`config.mk`:
```
export PLATFORM = sky130hd
export DESIGN_NAME = soc_bus_initiator_flat
export DESIGN_NICKNAME = d
export VERILOG_FILES = /design/src/rtl/soc_bus_initiator_pkg.sv /design/src/rtl/SoC_MemBus.sv /design/src/rtl/soc_cmd_fifo.sv /design/src/rtl/soc_bus_initiator.sv /design/src/flat_wrapper.sv
export SDC_FILE = /design/constraint.sdc
export NUM_CORES = 1
export LEC_CHECK = 0
export ABC_AREA = 1
export BUFFER_PORTS_ARGS = -buffer_cell sky130_fd_sc_hd__buf_4
export CAP_MARGIN = 10
export CORE_MARGIN = 2
export CORE_UTILIZATION = 45
export DETAILED_ROUTE_END_ITERATION = 8
export PLACE_DENSITY_LB_ADDON = 0.1
export SLEW_MARGIN = 5
export SYNTH_ARGS = -nofsm -noshare
export SYNTH_HDL_FRONTEND = slang
export SYNTH_SLANG_ARGS = --single-unit
```
`constraint.sdc`:
```
create_clock -name clk -period 13.8 [get_ports clk]
set_clock_uncertainty 0.1 [all_clocks]
set_input_delay 0 -clock clk [delete_from_list [all_inputs] [get_ports clk]]
set_output_delay 0 -clock clk [all_outputs]
set_load 0.02 [all_outputs]
```
`src/rtl/soc_bus_initiator_pkg.sv`:
```
// Shared register-access types for the SoC bus initiator: command payload,
// initiator FSM states and the response record.
package soc_bus_initiator_pkg;

  localparam int unsigned ADDR_W = 32;
  localparam int unsigned DATA_W = 32;
  localparam int unsigned MASK_W = DATA_W / 8;
  localparam int unsigned CNT_W  = 4;

  typedef struct packed {
    logic              write;
    logic [ADDR_W-1:0] addr;
    logic [DATA_W-1:0] wdata;
    logic [MASK_W-1:0] wmask;
  } reg_access_t;

  localparam int unsigned REG_ACCESS_W = $bits(reg_access_t);

  typedef enum logic [1:0] {
    IDLE = 2'd0,
    REQ  = 2'd1,
    WAIT = 2'd2,
    RESP = 2'd3
  } bus_state_e;

  typedef struct packed {
    logic [DATA_W-1:0] rdata;
    logic              error;
  } bus_rsp_t;

  // Byte address bits are not part of the word address on the bus.
  function automatic logic [ADDR_W-1:0] word_align(input logic [ADDR_W-1:0] a);
    return a & ~ADDR_W'(3);
  endfunction

endpackage

```
`src/rtl/SoC_MemBus.sv`:
```
// Peripheral bus between the initiator and a fixed-latency register target.
interface SoC_MemBus;
  import soc_bus_initiator_pkg::*;

  logic              req;
  logic              write;
  logic [ADDR_W-1:0] addr;
  logic [DATA_W-1:0] wdata;
  logic [MASK_W-1:0] wmask;
  logic [DATA_W-1:0] rdata;

  modport Master (output req, write, addr, wdata, wmask, input rdata);
  modport Slave  (input req, write, addr, wdata, wmask, output rdata);

endinterface

```
`src/rtl/soc_cmd_fifo.sv`:
```
// Small synchronous command FIFO; a push on a full FIFO is taken when a pop
// happens in the same cycle.
module soc_cmd_fifo #(
  parameter int unsigned DEPTH = 2,
  parameter int unsigned WIDTH = 69
) (
  input  logic             clk,
  input  logic             rst,
  input  logic             push,
  input  logic [WIDTH-1:0] push_data,
  input  logic             pop,
  output logic [WIDTH-1:0] head_data,
  output logic             full,
  output logic             empty
);

  localparam int unsigned PTR_W = (DEPTH > 1) ? $clog2(DEPTH) : 1;
  localparam int unsigned CNT_W = $clog2(DEPTH + 1);
  localparam logic [PTR_W-1:0] PTR_LAST = PTR_W'(DEPTH - 1);
  localparam logic [CNT_W-1:0] CNT_FULL = CNT_W'(DEPTH);

  logic [WIDTH-1:0] mem_q [DEPTH];
  logic [WIDTH-1:0] mem_d [DEPTH];
  logic [PTR_W-1:0] wr_ptr_q, wr_ptr_d;
  logic [PTR_W-1:0] rd_ptr_q, rd_ptr_d;
  logic [CNT_W-1:0] count_q, count_d;
  logic             wr_en, rd_en;

  assign full      = (count_q == CNT_FULL);
  assign empty     = (count_q == '0);
  assign head_data = mem_q[rd_ptr_q];
  assign wr_en     = push && (!full || pop);
  assign rd_en     = pop && !empty;

  always_comb begin
    mem_d    = mem_q;
    wr_ptr_d = wr_ptr_q;
    rd_ptr_d = rd_ptr_q;
    count_d  = count_q + CNT_W'(wr_en) - CNT_W'(rd_en);
    if (wr_en) begin
      mem_d[wr_ptr_q] = push_data;
      wr_ptr_d        = (wr_ptr_q == PTR_LAST) ? '0 : PTR_W'(wr_ptr_q + 1'b1);
    end
    if (rd_en) begin
      rd_ptr_d = (rd_ptr_q == PTR_LAST) ? '0 : PTR_W'(rd_ptr_q + 1'b1);
    end
  end

  // Storage carries no reset; only the pointers define validity.
  always_ff @(posedge clk) begin
    mem_q <= mem_d;
  end

  always_ff @(posedge clk or posedge rst) begin
    if (rst) begin
      wr_ptr_q <= '0;
      rd_ptr_q <= '0;
      count_q  <= '0;
    end else begin
      wr_ptr_q <= wr_ptr_d;
      rd_ptr_q <= rd_ptr_d;
      count_q  <= count_d;
    end
  end

endmodule

```
`src/rtl/soc_bus_initiator.sv`:
```
// Command/response front end for the SoC peripheral bus: buffers commands,
// issues one access at a time and returns in-order responses with a watchdog.
module soc_bus_initiator
  import soc_bus_initiator_pkg::*;
#(
  parameter int unsigned BUS_LATENCY = 1,
  parameter int unsigned TIMEOUT     = 0
) (
  input  logic              clk,
  input  logic              res,
  input  logic              cmd_valid,
  output logic              cmd_ready,
  input  logic              cmd_write,
  input  logic [ADDR_W-1:0] cmd_addr,
  input  logic [DATA_W-1:0] cmd_wdata,
  input  logic [MASK_W-1:0] cmd_wmask,
  output logic              rsp_valid,
  input  logic              rsp_ready,
  output logic [DATA_W-1:0] rsp_rdata,
  output logic              rsp_error,
  output logic              busy,
  SoC_MemBus.Master         mem_bus
);

  localparam int unsigned      FIFO_DEPTH = 2;
  localparam logic [CNT_W-1:0] LAT_CNT    = CNT_W'(BUS_LATENCY);
  // A watchdog at or beyond the bus latency can never beat completion.
  localparam bit               TMO_EN     = (TIMEOUT > 0) && (TIMEOUT < BUS_LATENCY);
  localparam logic [CNT_W-1:0] TMO_CNT    = TMO_EN ? CNT_W'(TIMEOUT) : '0;

  bus_state_e              state_q, state_d;
  logic [CNT_W-1:0]        cnt_q, cnt_d;
  logic                    cur_write_q, cur_write_d;
  bus_rsp_t                rsp_q, rsp_d;

  reg_access_t             cmd_entry;
  reg_access_t             head;
  logic [REG_ACCESS_W-1:0] head_raw;
  logic                    fifo_full, fifo_empty;
  logic                    push, pop;
  logic                    lat_done, tmo_hit;

  assign cmd_entry = '{write: cmd_write, addr: cmd_addr, wdata: cmd_wdata, wmask: cmd_wmask};
  assign head      = reg_access_t'(head_raw);
  assign pop       = (state_q == REQ);
  assign cmd_ready = !res && (!fifo_full || pop);
  assign push      = cmd_valid && cmd_ready;

  soc_cmd_fifo #(
    .DEPTH (FIFO_DEPTH),
    .WIDTH (REG_ACCESS_W)
  ) u_cmd_fifo (
    .clk       (clk),
    .rst       (res),
    .push      (push),
    .push_data (cmd_entry),
    .pop       (pop),
    .head_data (head_raw),
    .full      (fifo_full),
    .empty     (fifo_empty)
  );

  // Single-cycle request straight from the FIFO head.
  assign mem_bus.req   = pop;
  assign mem_bus.write = pop && head.write;
  assign mem_bus.addr  = pop ? word_align(head.addr) : '0;
  assign mem_bus.wdata = pop ? head.wdata : '0;
  assign mem_bus.wmask = pop ? head.wmask : '0;

  assign rsp_valid = (state_q == RESP);
  assign rsp_rdata = rsp_q.rdata;
  assign rsp_error = rsp_q.error;
  assign busy      = (state_q != IDLE) || !fifo_empty;

  always_comb begin
    state_d     = state_q;
    cnt_d       = cnt_q;
    cur_write_d = cur_write_q;
    rsp_d       = rsp_q;
    lat_done    = 1'b0;
    tmo_hit     = 1'b0;
    case (state_q)
      IDLE: begin
        if (!fifo_empty) state_d = REQ;
      end
      REQ: begin
        cur_write_d = head.write;
        cnt_d       = '0;
        state_d     = WAIT;
      end
      WAIT: begin
        cnt_d    = CNT_W'(cnt_q + 1'b1);
        lat_done = (cnt_d == LAT_CNT);
        tmo_hit  = TMO_EN && (cnt_d == TMO_CNT);
        if (lat_done) begin
          rsp_d.rdata = cur_write_q ? '0 : mem_bus.rdata;
          rsp_d.error = 1'b0;
          state_d     = RESP;
        end else if (tmo_hit) begin
          rsp_d.rdata = '0;
          rsp_d.error = 1'b1;
          state_d     = RESP;
        end
      end
      RESP: begin
        if (rsp_ready) begin
          rsp_d   = '0;
          state_d = IDLE;
        end
      end
      default: state_d = IDLE;
    endcase
  end

  always_ff @(posedge clk or posedge res) begin
    if (res) begin
      state_q     <= IDLE;
      cnt_q       <= '0;
      cur_write_q <= 1'b0;
      rsp_q       <= '0;
    end else begin
      state_q     <= state_d;
      cnt_q       <= cnt_d;
      cur_write_q <= cur_write_d;
      rsp_q       <= rsp_d;
    end
  end

endmodule
```
`src/flat_wrapper.sv`:
```
// flat-port wrapper written by rule: the top's interface ports become plain ports
module soc_bus_initiator_flat import soc_bus_initiator_pkg::*;
#(
  parameter int unsigned BUS_LATENCY = 1,
  parameter int unsigned TIMEOUT     = 0
)
  (clk, res, cmd_valid, cmd_ready, cmd_write, cmd_addr, cmd_wdata, cmd_wmask, rsp_valid, rsp_ready, rsp_rdata, rsp_error, busy, mem_bus_req, mem_bus_write, mem_bus_addr, mem_bus_wdata, mem_bus_wmask, mem_bus_rdata);
  SoC_MemBus mem_bus_i ();
  input  logic clk;
  input  logic res;
  input  logic cmd_valid;
  output logic cmd_ready;
  input  logic cmd_write;
  input  logic [ADDR_W-1:0] cmd_addr;
  input  logic [DATA_W-1:0] cmd_wdata;
  input  logic [MASK_W-1:0] cmd_wmask;
  output logic rsp_valid;
  input  logic rsp_ready;
  output logic [DATA_W-1:0] rsp_rdata;
  output logic rsp_error;
  output logic busy;
  output wire logic [$bits(mem_bus_i.req)-1:0] mem_bus_req;
  output wire logic [$bits(mem_bus_i.write)-1:0] mem_bus_write;
  output wire logic [$bits(mem_bus_i.addr)-1:0] mem_bus_addr;
  output wire logic [$bits(mem_bus_i.wdata)-1:0] mem_bus_wdata;
  output wire logic [$bits(mem_bus_i.wmask)-1:0] mem_bus_wmask;
  input wire logic [$bits(mem_bus_i.rdata)-1:0] mem_bus_rdata;
  assign mem_bus_req = mem_bus_i.req;
  assign mem_bus_write = mem_bus_i.write;
  assign mem_bus_addr = mem_bus_i.addr;
  assign mem_bus_wdata = mem_bus_i.wdata;
  assign mem_bus_wmask = mem_bus_i.wmask;
  assign mem_bus_i.rdata = mem_bus_rdata;
  soc_bus_initiator #(.BUS_LATENCY(BUS_LATENCY), .TIMEOUT(TIMEOUT)) u_core (.clk(clk), .res(res), .cmd_valid(cmd_valid), .cmd_ready(cmd_ready), .cmd_write(cmd_write), .cmd_addr(cmd_addr), .cmd_wdata(cmd_wdata), .cmd_wmask(cmd_wmask), .rsp_valid(rsp_valid), .rsp_ready(rsp_ready), .rsp_rdata(rsp_rdata), .rsp_error(rsp_error), .busy(busy), .mem_bus(mem_bus_i));
endmodule
```
Yosys cells after proc, flatten, opt, wreduce, memory -nomap -nowiden
Index checks and enable logic that the tools add are counted.
- flip-flop bits (word level): 182
- input bits: 105
- output and inout port bits: 106
- logic and storage cells: 66
- add/sub/neg operators: 5
- order comparisons: 3
- eq/ne operators: 8
- mux-type cells: 20
- bitwise gates (word level): 2
- reduce and logical (&&, ||, !) cells: 18
- operators with widths (operator ; number):
    69-bit 2-to-1 mux ; 4
    138-bit bitwise mux ; 1
    32-bit 2-to-1 mux ; 3
    69-bit demux with 1-bit select ; 1
    33-bit 2-to-1 mux ; 2
    33-bit one-hot mux with 2 select lines ; 1
    2-bit one-hot mux with 4 select lines ; 1
    4-bit one-hot mux with 2 select lines ; 1
    2-bit equality test, second input constant ; 3
    1-bit logical AND ; 6
    2-bit 2-to-1 mux ; 3
    3-bit AND reduction ; 2
    2-bit nonzero test ; 3
    4-bit by 1-bit adder with 4-bit output, second input constant ; 1
    4-bit by 1-bit equality test with 1-bit output, second input constant ; 1
    2-bit greater-or-equal comparator, second input constant ; 2
    2-bit logical NOT ; 2
    4-bit 2-to-1 mux ; 1
    2-bit by 1-bit inequality test with 1-bit output, second input constant ; 2
    1-bit NOT with 2-bit output ; 2
    1-bit logical NOT ; 3
    1-bit adder, second input constant ; 2
    2-bit by 1-bit adder with 2-bit output ; 1
    2-bit by 1-bit equality test with 1-bit output, second input constant ; 1
    other kinds (5) ; 7

Longest topological paths before layout
Gate-level depths: netlist (run 1).
- word-level depth: 8
- gate-level depth with buffers: 12
- depth with buffers taken out: 12

Modules after synthesis
From an unflattened synthesis (run 1), not the netlist that was laid out.
- cell total of the unflattened synthesis: 807
- area total of the unflattened synthesis: 7871.3 um^2
- modules (own cells, without submodules) (module ; times used ; cells each ; area each (um^2) ; seq. area each (um^2)):
    soc_cmd_fifo ; 1 ; 392 ; 5287.6 ; 4244.1
    soc_bus_initiator ; 1 ; 415 ; 2583.7 ; 975.9

Worst setup path before layout (run 1)
No wires, ideal clock.
- path kind: reg2reg
- start: register u_core.state_q[1]
- end: register u_core.u_cmd_fifo.mem_q[0] (netlist bit) (enable)
- library setup time: 0.493 ns
- data arrival time: 4.226 ns
- data required time: 13.207 ns
- setup slack: 8.982 ns
- stages on the path, launching flop included: 9
- path buffers: 0
- cell sequence: dfrtp_1 inv_1 ha_1 inv_1 nand3_1 nand2_1 inv_1 nand2_1 nor2_1
- word-level cells in the longest chain between the ends: 5
- RTL lines (element ; RTL line ; text):
    start, declared ; soc_bus_initiator.sv:31 ; bus_state_e state_q, state_d;
    start signal, assigned ; soc_bus_initiator.sv:122 ; state_q <= state_d;
    2-bit by 1-bit equality test with 1-bit output ; soc_bus_initiator.sv:45 ; assign pop = (state_q == REQ);
    net mem_bus_req ; flat_wrapper.sv:22 ; output wire logic [$bits(mem_bus_i.req)-1:0] mem_bus_req;
    1-bit logical OR ; soc_bus_initiator.sv:46 ; assign cmd_ready = !res && (!fifo_full || pop);
    1-bit logical AND ; soc_bus_initiator.sv:46 ;
    net cmd_ready ; flat_wrapper.sv:12 ; output logic cmd_ready;
    1-bit logical AND ; soc_bus_initiator.sv:47 ; assign push = cmd_valid && cmd_ready;
    1-bit logical AND ; soc_cmd_fifo.sv:32 ; assign wr_en = push && (!full || pop);
    end signal, assigned ; soc_cmd_fifo.sv:51 ; mem_q <= mem_d;
    end, declared ; soc_cmd_fifo.sv:22 ; logic [WIDTH-1:0] mem_q [DEPTH];
The timed path passes the listed nets, and every way through them passes these cells.
A chain may end at the register's enable or synchronous reset.

Final worst setup path (run 1)
- start: input res
- end: register u_core.u_cmd_fifo.mem_q[137] (netlist bit) (enable)
- word-level cells in the longest chain between the ends: 4
- RTL lines (element ; RTL line ; text):
    start, declared ; flat_wrapper.sv:10 ; input logic res;
    1-bit logical NOT ; soc_bus_initiator.sv:46 ;
    1-bit logical AND ; soc_bus_initiator.sv:46 ;
    1-bit logical AND ; soc_bus_initiator.sv:47 ;
    1-bit logical AND ; soc_cmd_fifo.sv:32 ;
Every way passes these cells.

==> Flow_metrics.wiki, run 1 <==
{| class="wikitable"
! Metric !! Value
|-
| Run status || complete, no violations
|-
| Slew margin rel. || 0.360
|-
| Number of enable flip-flop cells after synthesis || 134
|-
| Most frequent cells in the layout || 211 x buf_4, 168 x nor2_1, 134 x edfxtp_1
|-
| Largest net degree at the start of global routing || 70
|-
| Count of clock tree sinks || 177
|-
| Post-layout min period || 2560 ps
|-
| Cells along the critical path || dlygate4sd3_1 -> buf_4 -> clkinv_1 -> buf_4 -> nand2_1 -> inv_1 -> nand2_1 -> nor2_4 -> buf_4
|-
| Final net count || 1057
|-
| Clock tree from TritonCTS || yes
|-
| Share of final-layout standard cells stronger than drive strength 1 || 0.272
|-
| Slack of the worst reg-to-reg path || 11250 ps
|-
| Number of global-route vias before repair || 5902
|-
| RSZ-0062 raised after global routing || false
|-
| Synth-to-layout area growth || 44.0%
|-
| Number of antenna violations at the first check in global routing || 0
|-
| Critical path buffer and inverter count || 6
|-
| Most common cell after layout, fill and taps aside || buf_4
|-
| Later-pin clock latency in the skew report || 410 ps
|-
| Endpoint of the worst hold path || u_core.state_q[0]$_DFFE_PP0P_
|-
| Combined area of the multi-input logic cells || 0.00190 mm2
|-
| Post-synth top area cell || edfxtp_1
|-
| Number of placed I/O pins || 211
|-
| Fmax achieved || 391 MHz
|-
| Count of TritonRoute iterations in the first routing pass || 5
|-
| Type of the tightest min-delay check || in -> reg
|-
| Endpoint required time on the critical path || 13740 ps
|-
| Worst slew pin tran || 959 ps
|-
| Cell family with the largest share of critical-path delay || buffers and inverters
|-
| Residual overflow from global routing || 0
|-
| Die boundary width || 131 um
|-
| Global-route wire length before repair || 29400 um
|-
| H-tree levels || 4
|-
| Overall via count from detail_route || 5714
|-
| Remaining number of nets flagged by the antenna check after routing || 0
|-
| Yosys cell types || 29
|-
| Number of buffers on the longest clock path || 2
|-
| Worst-path maximum fanout || 67
|-
| Sequential cell area || 0.00510 mm2
|-
| Worst Setup End Kind || flip-flop
|-
| Worst Setup Path Type || in -> reg
|-
| Cell area after synthesis || 0.00729 mm2
|-
| Warnings, synthesis || 0
|-
| Sequential area share after synthesis || 0.700
|-
| Post-layout power || 2070 uW
|-
| Number of buffers added by the clock tree synthesis step || 17
|-
| Tcrit/Tclk final || 0.185
|-
| Ratio of total power to cell area || 197 mW/mm2
|-
| Delay of the slowest critical-path stage || 710 ps
|-
| Max IR drop VDD || 0.100 mV
|-
| Number of antenna repair diodes || 0
|-
| Startpoint type of the worst setup path || input port
|-
| Fraction of synthesized cell area taken by the top area cell type || 0.552
|-
| Synth Instances || 651
|-
| Maximum Capacitance Violations || 0
|-
| Async set-or-reset flop fraction in the synthesized netlist || 0.243
|-
| Num rows || 46
|-
| Avg WL per Cell || 15.5 um
|-
| Slowest CP cell || buf_4
|-
| R2R depth || 9
|-
| Drt total wl || 18100 um
|-
| Worst r2r dst || u_core.u_cmd_fifo.mem_q[137]$_DFFE_PP_
|-
| Final HPWL from detailed placement || 10300 um
|-
| Total track usage || 0.214
|-
| Total Neg Setup Slack || 0 ps
|-
| Starting Density || 0.459
|-
| Number of cells upsized or downsized after cts || 0
|-
| DR iter-0 viols || 404
|-
| Buffers on Ports || 205
|-
| Reg-to-reg critical path startpoint || u_core.state_q[1]$_DFFE_PP0P_
|-
| Buffer cell driving the clock tree root || clkbuf_16
|-
| Static leakage || 0.00457 uW
|-
| Number of design rule violations left after detail routing || 0
|-
| Average via count per standard cell || 4.88
|-
| Area of the core || 0.0159 mm2
|-
| Count of final max-slew check failures || 0
|-
| Dominant register cell in the synthesized netlist || edfxtp_1
|-
| Average instance area after synthesis || 11.2 um2
|-
| Setup-violating endpoint count in the final report || 0
|-
| Final number of hold-violating endpoints || 0
|-
| Startpoint of the lowest-slack hold path || rsp_ready
|-
| Flip-flop and latch count after synthesis || 177
|-
| Floorplan die height || 131 um
|-
| Filler cell count in the final layout || 1248
|-
| Overall die area || 0.0172 mm2
|-
| Worst hold path depth || 5
|-
| Biggest area contributors in the synthesized netlist || edfxtp_1 55%, dfrtp_1 15%, nor2_1 8.8%
|-
| Worst endpoint data arrival time || 2490 ps
|-
| Cell repeated most along the worst path || buf_4
|-
| GPL Wtd Cong || 0.750
|-
| Clock slew at the register clock pins of the worst setup and hold paths || 60 ps
|}
[routing by layer]
metal	vias to the layer above	track usage	wire length [um]
li1	2751	-	-
met1	2742	0.245	7210
met2	195	0.389	9440
met3	26	0.0513	1110
met4	0	0.0785	340
met5	-	0	0
[layout make-up]
cell class              instances  area share
inverters                      18     0.00644
repair buffers                313       0.250
multi-input cells             416       0.181
well taps                     216      0.0258
clock buffers                  20      0.0416
flip-flops and latches        177       0.486
clock inverters                11     0.00870
[worst reg2reg max path, cell delays in order, from the launching register on]
cell and delay [ps]:
dfrtp_1 410, inv_1 130, ha_2 190, inv_1 50, nand3_1 70, nand2_1 50
inv_1 80, nand2_1 190, nor2_4 140, buf_4 710
[cells by family after synthesis]
group           synth area share
fa+ha+maj                 0.0155
compound gates            0.0513
flops                      0.700
buf+inv                   0.0424
xor+xnor                 0.00481
simple gates               0.186
other cells             0.000515
[power breakdown]
part	leakage (uW)	total [uW]	internal (uW)	switching (uW)
clock	0.000239	439	245	194
sequential	0.00178	724	683	40.7
combinational	0.00255	908	318	590
[synthesized netlist by cell type, types with 2 or more instances]
| cell | number |
|---|---|
| nand2_2 | 13 |
| edfxtp_1 | 134 |
| clkbuf_1 | 15 |
| ha_1 | 9 |
| o22ai_1 | 2 |
| inv_1 | 16 |
| xor2_1 | 3 |
| nand3_1 | 40 |
| o21ai_0 | 68 |
| nand2_1 | 97 |
| nand2_8 | 2 |
| buf_2 | 9 |
| buf_4 | 10 |
| inv_2 | 2 |
| o21ai_1 | 2 |
| nor2_1 | 170 |
| buf_1 | 3 |
| dfrtp_1 | 43 |
| buf_6 | 3 |
[how the worst max path moves through the flow]
stage                                        from                                endpoint  cells past startpoint
finish                                        res  u_core.u_cmd_fifo.mem_q[137]$_DFFE_PP_                      9
global route                                  res  u_core.u_cmd_fifo.mem_q[120]$_DFFE_PP_                      9
floorplan           u_core.state_q[1]$_DFFE_PP0P_    u_core.u_cmd_fifo.mem_q[0]$_DFFE_PP_                      8
global placement    u_core.state_q[0]$_DFFE_PP0P_         u_core.rsp_rdata[8]$_DFFE_PP0P_                      6
detailed placement  u_core.state_q[0]$_DFFE_PP0P_        u_core.rsp_rdata[15]$_DFFE_PP0P_                      6
CTS                 u_core.state_q[0]$_DFFE_PP0P_        u_core.rsp_rdata[15]$_DFFE_PP0P_                      6
[state kept, by name (all words and copies together), names as in the netlist]
name	flops
u_core.cnt_q	4
u_core.cur_write_q	1
u_core.rsp_rdata	32
u_core.state_q	2
u_core.u_cmd_fifo.count_q	2
u_core.u_cmd_fifo.mem_q	134
u_core.u_cmd_fifo.rd_ptr_q	1
u_core.u_cmd_fifo.wr_ptr_q	1
[per-stage QoR]
stage | utilization | instance area (um2) | worst slack (ps) | std cells | hold slack (ps)
after detailed placement | 0.562 | 8930 | 10760 | 1038 | 85.1
after global routing | 0.661 | 10500 | 11020 | 1171 | 167
after global placement | 0.562 | 8930 | 10790 | 1038 | 75.8
after floorplan | - | 7300 | 8980 | 653 | -1.13
final | 0.661 | 10500 | 11240 | 1171 | 92.8
after CTS | 0.659 | 10500 | 10740 | 1170 | 76.4
[what timing repair did]
item,CTS,global route
hold buffers,101,0
buffers inserted,0,0
setup endpoints to repair,0,0
hold endpoints to repair,210,0
(Power assumes the default switching activity.)
==> run 2: changes to the inputs <==
clock period = 2.1 ns   (was 13.8 ns; I/O delays follow)
==> Flow_metrics.wiki, run 2 (synthesis gave the netlist of run 1 again) <==
{| class="wikitable"
! Metric !! Value
|-
| Run status || complete, no violations (unchanged)
|-
| Slew margin rel. || 0.616 (was 0.360)
|-
| Die boundary width || 131 um (unchanged)
|-
| Overall die area || 0.0172 mm2 (unchanged)
|-
| Number of buffers on the longest clock path || 2 (unchanged)
|-
| Number of placed I/O pins || 211 (unchanged)
|-
| Area of the core || 0.0159 mm2 (unchanged)
|-
| Type of the tightest min-delay check || in -> reg (unchanged)
|-
| Area after detailed placement || 0.00909 mm2 (was 0.00893 mm2)
|-
| Later-pin clock latency in the skew report || 410 ps (about the same)
|-
| Synth-to-layout area growth || 46.8% (was 44.0%)
|-
| Number of design rule violations left after detail routing || 0 (unchanged)
|-
| Starting Density || 0.459 (unchanged)
|-
| Average via count per standard cell || 4.88 (about the same)
|-
| Maximum Capacitance Violations || 0 (unchanged)
|-
| Startpoint type of the worst setup path || flip-flop (was input port)
|-
| Worst Setup Path Type || reg -> reg (was in -> reg)
|-
| Worst hold slack across all endpoints || 68.8 ps (was 92.8 ps)
|-
| Share of final-layout standard cells stronger than drive strength 1 || 0.294 (was 0.272)
|-
| RSZ-0062 raised after global routing || false (unchanged)
|-
| Static leakage || 0.00466 uW (was 0.00457 uW)
|-
| Buffer cell driving the clock tree root || clkbuf_16 (unchanged)
|-
| Fmax achieved || 510 MHz
|-
| Num rows || 46 (unchanged)
|-
| Count of final max-slew check failures || 0 (unchanged)
|-
| Largest net degree at the start of global routing || 70 (unchanged)
|-
| Remaining number of nets flagged by the antenna check after routing || 0 (unchanged)
|-
| Delay of the slowest critical-path stage || 420 ps (was 710 ps)
|-
| Filler cell count in the final layout || 1200 (was 1248)
|-
| Drt total wl || 18500 um (was 18100 um)
|-
| Count of TritonRoute iterations in the first routing pass || 5 (unchanged)
|-
| Count of clock tree sinks || 177 (unchanged)
|-
| Post-layout power || 14000 uW (was 2070 uW)
|-
| Endpoint required time on the critical path || 2330 ps (was 13740 ps)
|-
| Ratio of total power to cell area || 1310 mW/mm2 (was 197 mW/mm2)
|-
| Clock tree from TritonCTS || yes (unchanged)
|-
| Most flops, register || u_core.u_cmd_fifo.mem_q (unchanged)
|-
| Worst endpoint data arrival time || 2190 ps (was 2490 ps)
|-
| Worst slack at placement || 107 ps (was 10760 ps)
|-
| Post-layout min period || 1960 ps
|-
| Tcrit/Tclk final || 0.934
|-
| Final number of hold-violating endpoints || 0 (unchanged)
|-
| Final HPWL from detailed placement || 11100 um (was 10300 um)
|-
| Most frequent cells in the layout || 213 x buf_4, 168 x nor2_1, 134 x edfxtp_1 (was 211 x buf_4, 168 x nor2_1, 134 x edfxtp_1)
|-
| Floorplan die height || 131 um (unchanged)
|-
| Cell repeated most along the worst path || inv_2 (was buf_4)
|-
| Post-layout worst setup margin || 138 ps (was 11240 ps)
|-
| Max reg flops || 134 (unchanged)
|-
| Number of antenna repair diodes || 0 (unchanged)
|-
| Setup-violating endpoint count in the final report || 0 (unchanged)
|-
| Worst Setup End Kind || flip-flop (unchanged)
|-
| Worst-path maximum fanout || 2 (was 67)
|-
| Most common cell after layout, fill and taps aside || buf_4 (unchanged)
|-
| Number of buffers added by the clock tree synthesis step || 17 (unchanged)
|-
| Avg WL per Cell || 15.6 um (was 15.5 um)
|-
| Worst slew pin tran || 576 ps (was 959 ps)
|-
| Residual overflow from global routing || 0 (unchanged)
|-
| Slowest CP cell || dfrtp_2 (was buf_4)
|-
| Critical path buffer and inverter count || 4 (was 6)
|-
| DR iter-0 viols || 347 (was 404)
|-
| Clock slew at the register clock pins of the worst setup and hold paths || 60 ps (about the same)
|-
| Buffers on Ports || 205 (unchanged)
|-
| GPL Wtd Cong || 0.769 (was 0.750)
|-
| Global-route wire length before repair || 29600 um (was 29400 um)
|-
| Number of antenna violations at the first check in global routing || 0 (unchanged)
|-
| Cell family with the largest share of critical-path delay || adder cells (was buffers and inverters)
|-
| Cells along the critical path || inv_2 -> ha_4 -> inv_2 -> nand3_2 -> nand2_1 -> inv_2 -> nand2_4 -> ha_1 -> inv_1 -> ha_1 -> xnor2_1 -> xor2_1 (was dlygate4sd3_1 -> buf_4 -> clkinv_1 -> buf_4 -> nand2_1 -> inv_1 -> nand2_1 -> nor2_4 -> buf_4)
|-
| Overall via count from detail_route || 5770 (was 5714)
|-
| H-tree levels || 4 (unchanged)
|-
| Number of global-route vias before repair || 5934 (was 5902)
|-
| Total track usage || 0.215 (was 0.214)
|-
| Max IR drop VDD || 0.851 mV (was 0.100 mV)
|-
| Final cell area excluding filler cells || 0.0107 mm2 (was 0.0105 mm2)
|-
| Final net count || 1067 (was 1057)
|}
==> run 2: cell types whose count changed in the layout (fill, tap and decap cells not counted), sizes merged <==
cell      delta
inv          +1
clkbuf       -3
clkinvlp     +1
buf         +10
clkinv       +2
==> run 2: power breakdown <==
group / internal [uW] / total [uW] / switching [uW]
registers: 4480 / 4760 / 277
clock network: 1620 / 2910 / 1300
logic: 2310 / 6300 / 3990
total: 8410 / 14000 / 5560
==> run 2: timing repair <==
item,4_1_cts,5_1_grt
pin swaps,0,3
hold buffers,101,0
gates resized for setup,2,4
hold endpoints to repair,210,0
buffers inserted,0,4
endpoints found under the setup margin,67,63
==> run 2: tightest hold or removal path, stage by stage <==
cell	delay [ps]
buf_4	80
nor2_1	70
nor2_4	230
nand3_1	110
nand2_1	60
==> run 2: per-layer routing <==
layer | wire, um | GRT usage | share of wire
met5 | 0 | 0 | 0
met4 | 231 | 0.0646 | 0.013
met3 | 1140 | 0.0552 | 0.062
met2 | 9410 | 0.370 | 0.51
met1 | 7690 | 0.269 | 0.42
==> run 2: final timing paths <==
path | from | to | slack, ps | depth (start not counted)
setup / recovery | u_core.state_q[1]$_DFFE_PP0P_ | u_core.u_cmd_fifo.count_q[1]$_DFF_PP0_ | 140 | 12
hold / removal | rsp_ready | u_core.rsp_rdata[13]$_DFFE_PP0P_ | 70 | 5
setup reg to reg | u_core.state_q[1]$_DFFE_PP0P_ | u_core.u_cmd_fifo.count_q[1]$_DFF_PP0_ | 140 | 12
hold reg to reg | u_core.rsp_rdata[16]$_DFFE_PP0P_ | u_core.rsp_rdata[16]$_DFFE_PP0P_ | 370 | 2
max in group asynchronous | res | u_core.state_q[0]$_DFFE_PP0P_ | 1200 | 4
min in group asynchronous | res | u_core.rsp_rdata[25]$_DFFE_PP0P_ | 260 | 4
==> run 2: per-stage QoR <==
step / TNS, ps / util / instances
floorplan: -67040 / - / 653
global placement: 0 / 0.572 / 1045
detailed placement: 0 / 0.572 / 1045
CTS: 0 / 0.671 / 1178
global route: 0 / 0.673 / 1182
finish: 0 / 0.673 / 1182
==> run 2: cell type report <==
| cell class | instances | area [um2] | share of cell area |
|---|---|---|---|
| multi-input combinational | 416 | 1930 | 0.180 |
| timing repair buffer | 323 | 2780 | 0.260 |
| clock inverter | 15 | 119 | 0.0111 |
| tap | 216 | 270 | 0.0253 |
| clock buffer | 17 | 425 | 0.0398 |
| sequential | 177 | 5100 | 0.477 |
| inverter | 18 | 71.3 | 0.00667 |
